[config.mk]
export PLATFORM = sky130hd
export DESIGN_NAME = pipeline_hazard_ctrl_flat
export DESIGN_NICKNAME = d
export VERILOG_FILES = /design/src/rtl/pipeline_hazard_ctrl_if.sv /design/src/rtl/pipeline_hazard_ctrl.sv /design/src/flat_wrapper.sv
export SDC_FILE = /design/constraint.sdc
export NUM_CORES = 1
export LEC_CHECK = 0
export ABC_AREA = 1
export BUFFER_PORTS_ARGS = -buffer_cell sky130_fd_sc_hd__buf_2
export CORE_ASPECT_RATIO = 0.75
export CORE_MARGIN = 5
export CORE_UTILIZATION = 40
export DETAILED_ROUTE_END_ITERATION = 8
export SETUP_SLACK_MARGIN = 0.15
export SYNTH_ARGS = -nofsm -noshare
export SYNTH_HDL_FRONTEND = slang
export SYNTH_SLANG_ARGS = --single-unit
export TNS_END_PERCENT = 100
[constraint.sdc]
create_clock -name clk -period 1.5 [get_ports clk]
set_input_delay 0.075 -clock clk [delete_from_list [all_inputs] [get_ports clk]]
set_output_delay 0.075 -clock clk [all_outputs]
set_load 0.1 [all_outputs]
[src/rtl/pipeline_hazard_ctrl_if.sv]
// Purpose: bundles the hazard controller's decoder/EX/MEM inputs and its
//          pipeline-control outputs into one port.
// Signals:
//   id_valid, id_rs, id_rt, id_uses_rt, id_branch, br_taken  - ID stage view
//   ex_memrd, ex_rd                                          - EX stage view
//   mem_req, mem_ready                                       - MEM stage / data memory
//   pc_wr, ifid_wr, ifid_flush, idex_bubble, pipe_hold,
//   mem_err, stall_cnt                                       - pipeline controls
// Modports: master drives the stage inputs and observes the controls;
//           slave is the controller itself.
interface pipeline_hazard_ctrl_if #(
  parameter int RAW = 4
);
  logic           id_valid;
  logic [RAW-1:0] id_rs;
  logic [RAW-1:0] id_rt;
  logic           id_uses_rt;
  logic           id_branch;
  logic           br_taken;
  logic           ex_memrd;
  logic [RAW-1:0] ex_rd;
  logic           mem_req;
  logic           mem_ready;
  logic           pc_wr;
  logic           ifid_wr;
  logic           ifid_flush;
  logic           idex_bubble;
  logic           pipe_hold;
  logic           mem_err;
  logic [15:0]    stall_cnt;

  modport master (
    output id_valid, id_rs, id_rt, id_uses_rt, id_branch, br_taken,
           ex_memrd, ex_rd, mem_req, mem_ready,
    input  pc_wr, ifid_wr, ifid_flush, idex_bubble, pipe_hold, mem_err, stall_cnt
  );

  modport slave (
    input  id_valid, id_rs, id_rt, id_uses_rt, id_branch, br_taken,
           ex_memrd, ex_rd, mem_req, mem_ready,
    output pc_wr, ifid_wr, ifid_flush, idex_bubble, pipe_hold, mem_err, stall_cnt
  );
endinterface

[src/rtl/pipeline_hazard_ctrl.sv]
// Purpose: hazard sequencer for the 5-stage pipeline. Freezes the pipe while
//          data memory is busy (with timeout), inserts one bubble on a load-use
//          hazard, and flushes IF/ID for BR_PEN cycles on a taken branch/jump.
//          Priority: memory freeze > load-use stall > branch flush.
// Ports:
//   clk    - rising-edge clock
//   rst_n  - asynchronous active-low reset; also forces all controls low
//   hz     - pipeline_hazard_ctrl_if.slave (stage inputs, control outputs)
// Outputs are Mealy: combinational from state and current inputs.
module pipeline_hazard_ctrl #(
  parameter int RAW    = 4,
  parameter int BR_PEN = 1,
  parameter int MEM_TO = 15
) (
  input  logic                    clk,
  input  logic                    rst_n,
  pipeline_hazard_ctrl_if.slave   hz
);

  localparam logic [1:0] ST_RUN   = 2'd0;
  localparam logic [1:0] ST_FLUSH = 2'd1;
  localparam logic [1:0] ST_WAIT  = 2'd2;

  localparam logic [2:0] FCNT_INIT = 3'(BR_PEN - 1);
  localparam logic [7:0] TMO_MAX   = 8'(MEM_TO);

  function automatic logic [15:0] sat_inc16(input logic [15:0] v);
    return (v == 16'hFFFF) ? v : v + 16'd1;
  endfunction

  logic [1:0]     state, state_n;
  logic           saved_fl, saved_fl_n;
  logic [2:0]     fcnt, fcnt_n;
  logic [7:0]     tmo, tmo_n;
  logic [15:0]    stall_cnt_r;

  logic [RAW-1:0] rs, rt, rd;
  logic           memfrz, lu, br, act_run, act_flush;
  logic           pc_wr_c, ifid_wr_c, flush_c, bubble_c, hold_c, err_c;

  assign rs = hz.id_rs;
  assign rt = hz.id_rt;
  assign rd = hz.ex_rd;

  assign memfrz = hz.mem_req & ~hz.mem_ready;
  assign lu     = hz.id_valid & hz.ex_memrd &
                  ((rd == rs) | (hz.id_uses_rt & (rd == rt)));
  assign br     = hz.id_valid & hz.id_branch & hz.br_taken;

  // A released MEM_WAIT behaves exactly like the state it interrupted, so a
  // branch or load-use held in ID during the freeze is acted on that cycle.
  assign act_run   = (state == ST_RUN)   | ((state == ST_WAIT) & ~memfrz & ~saved_fl);
  assign act_flush = (state == ST_FLUSH) | ((state == ST_WAIT) & ~memfrz &  saved_fl);

  always_comb begin
    state_n    = state;
    saved_fl_n = saved_fl;
    fcnt_n     = fcnt;
    tmo_n      = tmo;
    pc_wr_c    = 1'b0;
    ifid_wr_c  = 1'b0;
    flush_c    = 1'b0;
    bubble_c   = 1'b0;
    hold_c     = 1'b0;
    err_c      = 1'b0;

    if (act_run) begin
      state_n = ST_RUN;
      if (memfrz) begin
        hold_c     = 1'b1;
        state_n    = ST_WAIT;
        tmo_n      = 8'd1;
        saved_fl_n = 1'b0;
      end else if (lu) begin
        bubble_c = 1'b1;
      end else if (br) begin
        pc_wr_c = 1'b1;
        flush_c = 1'b1;
        if (BR_PEN > 1) begin
          state_n = ST_FLUSH;
          fcnt_n  = FCNT_INIT;
        end
      end else begin
        pc_wr_c   = 1'b1;
        ifid_wr_c = 1'b1;
      end
    end else if (act_flush) begin
      if (memfrz) begin
        // fcnt is left alone so the remaining flush cycles resume afterwards
        hold_c     = 1'b1;
        state_n    = ST_WAIT;
        tmo_n      = 8'd1;
        saved_fl_n = 1'b1;
      end else begin
        pc_wr_c = 1'b1;
        flush_c = 1'b1;
        if (fcnt <= 3'd1) begin
          state_n = ST_RUN;
        end else begin
          state_n = ST_FLUSH;
          fcnt_n  = fcnt - 3'd1;
        end
      end
    end else if (state == ST_WAIT) begin
      if (tmo >= TMO_MAX) begin
        // timeout: report and force the pipe to move; any pending flush is dropped
        err_c     = 1'b1;
        pc_wr_c   = 1'b1;
        ifid_wr_c = 1'b1;
        state_n   = ST_RUN;
      end else begin
        hold_c = 1'b1;
        tmo_n  = tmo + 8'd1;
      end
    end else begin
      state_n = ST_RUN;
    end

    // controls read as inactive for as long as reset is asserted
    if (!rst_n) begin
      pc_wr_c   = 1'b0;
      ifid_wr_c = 1'b0;
      flush_c   = 1'b0;
      bubble_c  = 1'b0;
      hold_c    = 1'b0;
      err_c     = 1'b0;
    end
  end

  always_ff @(posedge clk or negedge rst_n) begin
    if (!rst_n) begin
      state       <= ST_RUN;
      saved_fl    <= 1'b0;
      fcnt        <= 3'd0;
      tmo         <= 8'd0;
      stall_cnt_r <= 16'd0;
    end else begin
      state    <= state_n;
      saved_fl <= saved_fl_n;
      fcnt     <= fcnt_n;
      tmo      <= tmo_n;
      if (!pc_wr_c) stall_cnt_r <= sat_inc16(stall_cnt_r);
    end
  end

  assign hz.pc_wr       = pc_wr_c;
  assign hz.ifid_wr     = ifid_wr_c;
  assign hz.ifid_flush  = flush_c;
  assign hz.idex_bubble = bubble_c;
  assign hz.pipe_hold   = hold_c;
  assign hz.mem_err     = err_c;
  assign hz.stall_cnt   = stall_cnt_r;

endmodule

[src/flat_wrapper.sv]
// flat-port wrapper written by rule: the top's interface ports become plain ports
module pipeline_hazard_ctrl_flat 
#(
  parameter int RAW    = 4,
  parameter int BR_PEN = 1,
  parameter int MEM_TO = 15
)
  (clk, rst_n, hz_id_valid, hz_id_rs, hz_id_rt, hz_id_uses_rt, hz_id_branch, hz_br_taken, hz_ex_memrd, hz_ex_rd, hz_mem_req, hz_mem_ready, hz_pc_wr, hz_ifid_wr, hz_ifid_flush, hz_idex_bubble, hz_pipe_hold, hz_mem_err, hz_stall_cnt);
  pipeline_hazard_ctrl_if #(.RAW(RAW)) hz_i ();
  input  logic clk;
  input  logic rst_n;
  input wire logic [$bits(hz_i.id_valid)-1:0] hz_id_valid;
  input wire logic [$bits(hz_i.id_rs)-1:0] hz_id_rs;
  input wire logic [$bits(hz_i.id_rt)-1:0] hz_id_rt;
  input wire logic [$bits(hz_i.id_uses_rt)-1:0] hz_id_uses_rt;
  input wire logic [$bits(hz_i.id_branch)-1:0] hz_id_branch;
  input wire logic [$bits(hz_i.br_taken)-1:0] hz_br_taken;
  input wire logic [$bits(hz_i.ex_memrd)-1:0] hz_ex_memrd;
  input wire logic [$bits(hz_i.ex_rd)-1:0] hz_ex_rd;
  input wire logic [$bits(hz_i.mem_req)-1:0] hz_mem_req;
  input wire logic [$bits(hz_i.mem_ready)-1:0] hz_mem_ready;
  output wire logic [$bits(hz_i.pc_wr)-1:0] hz_pc_wr;
  output wire logic [$bits(hz_i.ifid_wr)-1:0] hz_ifid_wr;
  output wire logic [$bits(hz_i.ifid_flush)-1:0] hz_ifid_flush;
  output wire logic [$bits(hz_i.idex_bubble)-1:0] hz_idex_bubble;
  output wire logic [$bits(hz_i.pipe_hold)-1:0] hz_pipe_hold;
  output wire logic [$bits(hz_i.mem_err)-1:0] hz_mem_err;
  output wire logic [$bits(hz_i.stall_cnt)-1:0] hz_stall_cnt;
  assign hz_i.id_valid = hz_id_valid;
  assign hz_i.id_rs = hz_id_rs;
  assign hz_i.id_rt = hz_id_rt;
  assign hz_i.id_uses_rt = hz_id_uses_rt;
  assign hz_i.id_branch = hz_id_branch;
  assign hz_i.br_taken = hz_br_taken;
  assign hz_i.ex_memrd = hz_ex_memrd;
  assign hz_i.ex_rd = hz_ex_rd;
  assign hz_i.mem_req = hz_mem_req;
  assign hz_i.mem_ready = hz_mem_ready;
  assign hz_pc_wr = hz_i.pc_wr;
  assign hz_ifid_wr = hz_i.ifid_wr;
  assign hz_ifid_flush = hz_i.ifid_flush;
  assign hz_idex_bubble = hz_i.idex_bubble;
  assign hz_pipe_hold = hz_i.pipe_hold;
  assign hz_mem_err = hz_i.mem_err;
  assign hz_stall_cnt = hz_i.stall_cnt;
  pipeline_hazard_ctrl #(.RAW(RAW), .BR_PEN(BR_PEN), .MEM_TO(MEM_TO)) u_core (.clk(clk), .rst_n(rst_n), .hz(hz_i));
endmodule
### Word level (Yosys, flattened, before mapping)

Cells that the tools add are included.
Widths: inputs -> output; s select.

| storage, ports and cells | value |
|---|---|
| output and inout bits | 22 |
| logic and storage cells | 91 |
| latch bits | 0 |
| bits in read-only memories | 0 |
| memories | 0 |
| bits in writable memories | 0 |
| bits in registers | 30 |

| operators by class | value |
|---|---|
| reduce and logical (&&, ||, !) cells | 7 |
| multipliers | 0 |
| shifts and indexed selects | 0 |
| bitwise operators | 19 |
| magnitude comparators | 2 |
| mux-type cells | 48 |
| equality and inequality tests | 7 |
| $add $sub $neg | 3 |
| divide/modulo/power cells | 0 |

Operator list:

| cell | count |
|---|---|
| $mux 8 | 5 |
| $mux 1 | 37 |
| $add 16x1->16 const B | 1 |
| $eq 16x16->1 const B | 1 |
| $mux 2 | 6 |
| $and 1x1->1 | 9 |
| $add 8x1->8 const B | 1 |
| $eq 4x4->1 | 2 |
| $ge 8x4->1 const B | 1 |
| $not 1->1 | 7 |
| $reduce_and 2->1 | 3 |
| $ne 4x2->1 const B | 1 |
| $reduce_and 4->1 | 1 |
| $le 3x1->1 const B | 1 |
| $ne 3x1->1 const B | 1 |
| $or 1x1->1 | 3 |
| $reduce_bool 3->1 | 1 |
| $sub 3x1->3 const B | 1 |
| $eq 2x1->1 const B | 1 |
| $eq 2x2->1 const B | 1 |
| $logic_not 2->1 | 1 |
| $reduce_bool 2->1 | 1 |

### Depth between registers and ports, before layout

Gate-level depths: netlist of the first run.

| depth | value |
|---|---|
| depth in word-level cells | 11 |
| gate-level depth with buffers | 13 |
| mapped depth without buffers | 12 |

### Worst setup path after synthesis of the first run

Ideal clock, no wire load.

| timing | value |
|---|---|
| kind | reg2out |
| start point | register u_core.tmo[0] |
| end point | output port hz_ifid_wr |
| arrival time | 3,008 ps |
| required time | 1,425 ps |
| cell stages (with the launch flop) | 8 |
| buffers on the path | 0 |
| path slack | -1,583 ps |
| path through | dfrtp_1 -> ha_1 -> nand2_1 -> nor2_1 -> nor2_1 -> inv_1 -> nand4_1 -> o21ai_0 |

| between the ends | value |
|---|---|
| word-level cells in the longest chain between the ends | 6 |

RTL lines:

| item | RTL line | text |
|---|---|---|
| start: declaration | pipeline_hazard_ctrl.sv:34 | `logic [7:0] tmo, tmo_n;` |
| start signal: assignment | pipeline_hazard_ctrl.sv:141 | `tmo <= tmo_n;` |
| $ge 8x4->1 | pipeline_hazard_ctrl.sv:105 | `if (tmo >= TMO_MAX) begin` |
| $mux 1 | pipeline_hazard_ctrl.sv:105 |  |
| $mux 1 | pipeline_hazard_ctrl.sv:104 | `end else if (state == ST_WAIT) begin` |
| $mux 1 | pipeline_hazard_ctrl.sv:87 | `end else if (act_flush) begin` |
| $mux 1 | pipeline_hazard_ctrl.sv:67 | `if (act_run) begin` |
| $mux 1 | pipeline_hazard_ctrl.sv:120 | `if (!rst_n) begin` |
| end: declaration | flat_wrapper.sv:23 | `output wire logic [$bits(hz_i.ifid_wr)-1:0] hz_ifid_wr;` |

Every way passes these cells.

### Final worst setup path of the first run

| timing | value |
|---|---|
| start point | register u_core.tmo[1] |
| end point | output port hz_pc_wr |

| between the ends | value |
|---|---|
| word-level cells in the longest chain between the ends | 6 |

RTL lines:

| item | RTL line | text |
|---|---|---|
| $ge 8x4->1 | pipeline_hazard_ctrl.sv:105 |  |
| $mux 1 | pipeline_hazard_ctrl.sv:105 |  |
| $mux 1 | pipeline_hazard_ctrl.sv:104 |  |
| $mux 1 | pipeline_hazard_ctrl.sv:87 |  |
| $mux 1 | pipeline_hazard_ctrl.sv:67 |  |
| $mux 1 | pipeline_hazard_ctrl.sv:120 |  |
| end: declaration | flat_wrapper.sv:22 | `output wire logic [$bits(hz_i.pc_wr)-1:0] hz_pc_wr;` |

Every way passes these cells.

==> impl_metrics.csv, run 1 <==
group,metric,value,unit
run_status,outcome,"finished with violations",
run_status,failed_checks,"negative setup slack",
logic_synthesis,synth_cell_type_count,25,
cells_and_area,fillers,357,
sta,period_needed,1.94,ns
routing,wl_per_cell,13.6,um
sta,tns,-8.57,ns
sta,maxSlewViolCount,0,
routing,firstDrtPassIters,4,
grt,grt_pass1_wl,9720,um
placement,gp_congestion,0.868,
placement,port_buffers,42,
logic_synthesis,syn_inst,267,
sta,rsz0062_at_grt,"yes",
grt,grt_util_all_layers,0.196,
pwr,peakVddDrop,0.00136,V
grt,grt_pass1_vias,2097,
pwr,cellPowerDensity,1300,nW/um^2
pwr,seqPwrFrac,0.275,
pwr,combPwrFrac,0.560,
sta,fin_crit_sh,1.29,
critical_path,cp_max_fo,2,
critical_path,critical_path_class,"register to output port",
cells_and_area,fin_nets,402,
die,rows,21,
placement,place_ws,-0.187,ns
routing,viasPerCell,4.87,
clock_tree,clockRootBuffer,"clkbuf_8",
cells_and_area,antenna_cells,0,
die,die_x,89.6,um
routing,top_layer,"met4",
routing,totalWireLength,5910,um
cells_and_area,area_delta_synth_final,67.7,%
critical_path,r2r_start,"u_core.tmo[1]$_DFFE_PN0P_",
critical_path,worstPathArrival,1.86,ns
routing,drcViolationCount,0,
sta,slew_headroom,0.678,
logic_synthesis,synth.area.top_cells,"dfrtp_1 39%, nand2_1 17%, inv_1 8.1%",
clock_tree,clkTransAtPathRegs,0.07,ns
clock_tree,clk_latency,0.29,ns
critical_path,reg2reg_depth,13,
routing,antenna_left,0,
sta,hold_violations,0,
cells_and_area,design_area,3190,sq um
grt,grt_start_max_net_pins,18,
placement,place_hpwl,3840,um
pwr,p_switching,1.88,mW
die,dieArea,6240,sq um
min_path,hold_depth,4,
critical_path,reg2reg_to,"u_core.hz.stall_cnt[2]$_DFFE_PN0P_",
run,cap_violations,0,
sta,finalSetupViolations,31,
routing,met3WireLength,311,um
die,core,4520,sq um
sta,tightest_slew,0.487,ns
logic_synthesis,ys_seq_elements,30,
die,pin_count,43,
pwr,leakage,1.71,nW
routing,wl_met2,2690,um
logic_synthesis,synth-edff-count,0,
clock_tree,cts_tree,"done",
logic_synthesis,synth-async-reset-ratio,1.00,
sta,holdWs,0.164,ns
logic_synthesis,synth_area,1900,sq um
logic_synthesis,synth-main-ff-cell,"dfrtp_1",
placement,placed_cell_area,2720,sq um
logic_synthesis,yosysMostFrequentCell,"nand2_1",
logic_synthesis,synth_top_area_share,0.395,
logic_synthesis,yosysWarnings,0,
pwr,internal_power,2.25,mW
critical_path,startpoint_type,"register",
clock_tree,cts.sink_count,30,
logic_synthesis,seq_area_frac_synth,0.395,
critical_path,cp.required,1.42,ns
routing,drt_iter0_drc,136,
clock_tree,numCtsBuffers,5,
logic_synthesis,synth_top_area_cell,"dfrtp_1",
logic_synthesis,synth_commonest_cells,"85 x nand2_1, 41 x inv_1, 30 x dfrtp_1",
critical_path,end_kind,"output port",
routing,m1WireLength,2860,um
cells_and_area,utilization,0.705,
die,dieHeight,69.7,um
sta,finalWorstSetupSlack,-0.438,ns
sta,maxClockFrequency,516,MHz
critical_path,cp-endpoint,"hz_pc_wr",
logic_synthesis,syn_nets,292,
grt,grt_overflow,0,
pwr,sw_frac_of_total,0.455,
clock_tree,htreeDepth,2,
routing,dr_total_vias,2118,
min_path,worstHoldPathType,"input port to register",
critical_path,crit_start,"u_core.tmo[1]$_DFFE_PN0P_",
pwr,clkPwrFrac,0.165,
cells_and_area,drive_gt1_frac,0.463,
logic_synthesis,syn_area_per_cell,7.12,sq um
clock_tree,cts.path.max_buffers,2,
grt,antenna_found_initial,0,
sta,finalClockSkew,0.00904,ns
die,start_util,0.421,
critical_path,r2r_slack,-0.36,ns
## cell usage in the layout, fill, tap and decap left out, types with 4 or more instances in the layout
master and n:
buf_12 9, buf_2 33, buf_4 45, buf_6 11, clkbuf_8 6, dfrtp_1 13
dfrtp_2 15, inv_1 36, inv_2 4, nand2_1 74, nand2_2 9, nand3_1 24
nand3_2 4, nand4_1 6, nor2_1 17, nor2_4 4, nor3_1 5, nor3_4 4
xor2_1 12
## repair_timing
action	4_1_cts	5_1_grt
pin swaps	19	9
buffers inserted	14	4
resized for setup	33	23
endpoints found under the setup margin	30	35
hold buffers	1	0
cloned	0	2
hold endpoints to repair	30	0
## layer usage
metal | vias up | track usage
met4 | 0 | 0.0479
met3 | 7 | 0.0392
li1 | 1053 | -
met5 | - | 0
met2 | 53 | 0.302
met1 | 1005 | 0.279
## registers in the layout, indices dropped and copies added (netlist names)
name and count:
u_core.hz.stall_cnt 16, u_core.tmo 8, u_core.fcnt 3, u_core.state 2, u_core.saved_fl 1
## power by group through the flow
stage | Sequential, mW | Clock (mW) | Combinational [mW]
final | 1.14 | 0.681 | 2.31
after global routing | 1.16 | 0.723 | 2.49
after CTS | 1.13 | 0.693 | 2.12
after detailed placement | 1.14 | 0 | 1.91
after global placement | 1.13 | 0 | 1.90
after floorplan | 1.74 | 0 | 0.700
## kinds of logic after synthesis
| kind of cell | count (synthesis) | share of synthesized area |
|---|---|---|
| AO/OA/AOI/OAI | 11 | 0.0303 |
| flip-flops | 30 | 0.395 |
| adder cells (fa/ha/maj) | 4 | 0.0263 |
| AND/OR/NAND/NOR | 159 | 0.375 |
| buffers and inverters | 47 | 0.0987 |
| multiplexers | 1 | 0.00527 |
| XOR/XNOR | 15 | 0.0691 |
## worst max-delay path, stage by stage (launching register included)
cell and delay [ns]:
dfrtp_1 0.40, ha_2 0.21, nand2_2 0.07, nor2_2 0.05, nor2_2 0.16, inv_1 0.05, nand4_1 0.09, nand2_1 0.07
nand3_2 0.11, buf_12 0.11, clkinvlp_4 0.08, buf_12 0.16
## worst min-delay path by stage
stage,start,to
after CTS,hz_mem_ready,u_core.tmo[6]$_DFFE_PN0P_
after detailed placement,rst_n,u_core.state[1]$_DFFE_PN0P_
after global routing,hz_mem_req,u_core.tmo[6]$_DFFE_PN0P_
after floorplan,rst_n,u_core.fcnt[0]$_DFFE_PN0P_
after global placement,rst_n,u_core.state[1]$_DFFE_PN0P_
final,hz_mem_req,u_core.tmo[6]$_DFFE_PN0P_
## cell type report
cell class,instances,area [sq um],share of cell area
tap,57,71.3,0.0224
timing repair buffer,105,895,0.281
multi-input combinational,191,1180,0.369
clock buffer,7,86.3,0.0271
sequential,30,777,0.244
clock inverter,1,5.00,0.00157
inverter,44,178,0.0557
## stage by stage
step           instances  total power [mW]
6_report             435              4.13
3_5_place_dp         406              3.05
4_1_cts              429              3.95
2_1_floorplan        267              2.44
5_1_grt              435              4.37
3_3_place_gp         406              3.04
No activity file was read; power rests on OpenSTA's default activity.
==> run 2: changes to the inputs <==
--- a/config.mk
+++ b/config.mk
@@ -7,11 +7,12 @@
 export LEC_CHECK = 0
 export ABC_AREA = 1
 export BUFFER_PORTS_ARGS = -buffer_cell sky130_fd_sc_hd__buf_2
-export CORE_ASPECT_RATIO = 0.75
+export CORE_ASPECT_RATIO = 1.25
 export CORE_MARGIN = 5
 export CORE_UTILIZATION = 40
 export DETAILED_ROUTE_END_ITERATION = 8
 export SETUP_SLACK_MARGIN = 0.15
+export SLEW_MARGIN = 20
 export SYNTH_ARGS = -nofsm -noshare
 export SYNTH_HDL_FRONTEND = slang
 export SYNTH_SLANG_ARGS = --single-unit
==> run 2 against run 1 <==
Net effect: highest routed layer unchanged; the flow still finishes with violations (negative setup slack); critical path type unchanged; flip-flop and latch count did not move; fmax up 1.2%; critical endpoint is now hz_ifid_wr; clock power up 17%; cell area increased by 0.39%; combinational power shrank 4%; worst setup slack improved by 0.024 ns; clock-buffer cell count down 2.
==> impl_metrics.csv, run 2 (synthesis gave the netlist of run 1 again) <==
group,metric,value,unit
cells_and_area,fillers,407,
cells_and_area,fin_nets,402,
cells_and_area,final_cell_mix,"72 x nand2_1, 48 x buf_4, 37 x inv_1, 35 x buf_2",
grt,grt_start_max_net_pins,25,
placement,port_buffers,42,
clock_tree,cts.sink_count,30,
die,rows,28,
routing,wl_per_cell,12.5,um
routing,viasPerCell,4.74,
cells_and_area,multi_input_area,1210,sq um
clock_tree,clockRootBuffer,"clkbuf_8",
routing,drt_iter0_drc,64,
die,core,4660,sq um
cells_and_area,final_common_cell,"nand2_1",
critical_path,startpoint_type,"register",
cells_and_area,regArea,776,sq um
routing,drcViolationCount,0,
critical_path,reg2reg_depth,13,
sta,tns,-6.66,ns
sta,slew_headroom,0.676,
run,cap_violations,0,
placement,placed_cell_area,2750,sq um
pwr,sw_frac_of_total,0.444,
placement,place_ws,-0.219,ns
clock_tree,clkTransAtPathRegs,0.07,ns
cells_and_area,area_delta_synth_final,68.4,%
pwr,power,4.15,mW
sta,fin_crit_sh,1.28,
grt,grt_overflow,0,
critical_path,critical_path_class,"register to output port",
pwr,internal_power,2.31,mW
critical_path,reg2reg_to,"u_core.hz.stall_cnt[13]$_DFFE_PN0P_",
cells_and_area,instances_no_fill,438,
sta,tightest_slew,0.489,ns
critical_path,cp.required,1.42,ns
routing,totalWireLength,5500,um
min_path,min_to,"u_core.tmo[4]$_DFFE_PN0P_",
min_path,worstHoldPathType,"input port to register",
critical_path,cp_max_fo,2,
pwr,seqPwrFrac,0.273,
sta,maxSlewViolCount,0,
pwr,combPwrFrac,0.534,
critical_path,end_kind,"output port",
sta,maxClockFrequency,523,MHz
run_status,failed_checks,"negative setup slack",
sta,finalSetupViolations,30,
sta,rsz0062_at_grt,"yes",
clock_tree,htreeDepth,2,
pwr,leakage,1.71,nW
routing,firstDrtPassIters,4,
min_path,holdCritStartpoint,"hz_mem_req",
clock_tree,cts.path.max_buffers,2,
grt,grt_pass1_vias,2121,
routing,dr_total_vias,2078,
die,die_x,71.7,um
min_path,hold_depth,4,
die,dieHeight,87.1,um
sta,hold_violations,0,
grt,grt_pass1_wl,8980,um
critical_path,worstPathArrival,1.84,ns
die,start_util,0.408,
grt,grt_util_all_layers,0.184,
cells_and_area,largest_register_ffs,16,
clock_tree,cts_tree,"done",
clock_tree,clk_latency,0.28,ns
pwr,peakVddDrop,0.00184,V
pwr,clkPwrFrac,0.192,
critical_path,r2r_slack,-0.27,ns
cells_and_area,design_area,3200,sq um
sta,period_needed,1.91,ns
sta,finalWorstSetupSlack,-0.414,ns
pwr,cellPowerDensity,1300,nW/um^2
critical_path,r2r_start,"u_core.tmo[1]$_DFFE_PN0P_",
run_status,outcome,"finished with violations",
die,pin_count,43,
cells_and_area,drive_gt1_frac,0.489,
grt,antenna_found_initial,0,
clock_tree,numCtsBuffers,5,
routing,antenna_left,0,
die,dieArea,6240,sq um
placement,place_inst,414,
placement,place_hpwl,3990,um
sta,finalClockSkew,0.00529,ns
placement,gp_congestion,0.908,
pwr,p_switching,1.84,mW
cells_and_area,antenna_cells,0,
-- run 2: routing by layer --
metal | global-route usage | up-vias | part of all wire
met5 | 0 | - | 0
met4 | 0.0803 | 0 | 0.023
met3 | 0.0370 | 12 | 0.039
met2 | 0.350 | 53 | 0.55
met1 | 0.192 | 961 | 0.39
li1 | - | 1052 | -
-- run 2: worst max-delay path: stages, from the launching register on --
cell     delay [ns]
dfrtp_1        0.37
ha_2           0.19
nand2_2        0.06
nor2_2         0.10
nor2_2         0.05
inv_1          0.05
nand4_1        0.11
buf_4          0.17
buf_6          0.12
o21ai_4        0.13
buf_12         0.19
-- run 2: area by class of cell --
cell class,count,area share
clock buffer,5,0.0215
clock inverter,3,0.0125
inverter,44,0.0547
multi-input combinational,190,0.380
sequential,30,0.242
tap,60,0.0235
timing repair buffer,106,0.266
-- run 2: metrics by stage --
stage	hold WS [ns]	utilization
floorplan	-0.221	-
global placement	0.0675	0.589
detailed placement	0.0678	0.589
CTS	0.250	0.647
global route	0.193	0.687
finish	0.188	0.687
-- run 2: worst max path at each step --
stage	to	slack, ns	start
floorplan	u_core.hz.stall_cnt[2]$_DFFE_PN0P_	-0.43	u_core.hz.stall_cnt[0]$_DFFE_PN0P_
global placement	u_core.hz.stall_cnt[7]$_DFFE_PN0P_	-0.16	u_core.hz.stall_cnt[1]$_DFFE_PN0P_
detailed placement	u_core.hz.stall_cnt[9]$_DFFE_PN0P_	-0.22	u_core.tmo[0]$_DFFE_PN0P_
CTS	hz_pc_wr	-0.37	u_core.tmo[1]$_DFFE_PN0P_
global route	hz_pc_wr	-0.52	u_core.tmo[1]$_DFFE_PN0P_
finish	hz_ifid_wr	-0.41	u_core.tmo[1]$_DFFE_PN0P_
-- run 2: power groups by stage --
stage	logic (mW)	clock network (mW)	registers (mW)
2_1_floorplan	0.700	0	1.74
3_3_place_gp	1.92	0	1.13
3_5_place_dp	1.94	0	1.14
4_1_cts	2.10	0.829	1.13
5_1_grt	2.39	0.872	1.15
6_report	2.22	0.799	1.14
-- run 2: timing repair --
action	CTS	global route
hold endpoints to repair	30	0
resized for setup	21	37
hold buffers	1	0
buffers inserted	10	5
endpoints found under the setup margin	30	32
gates cloned	0	0
pin swaps	12	12
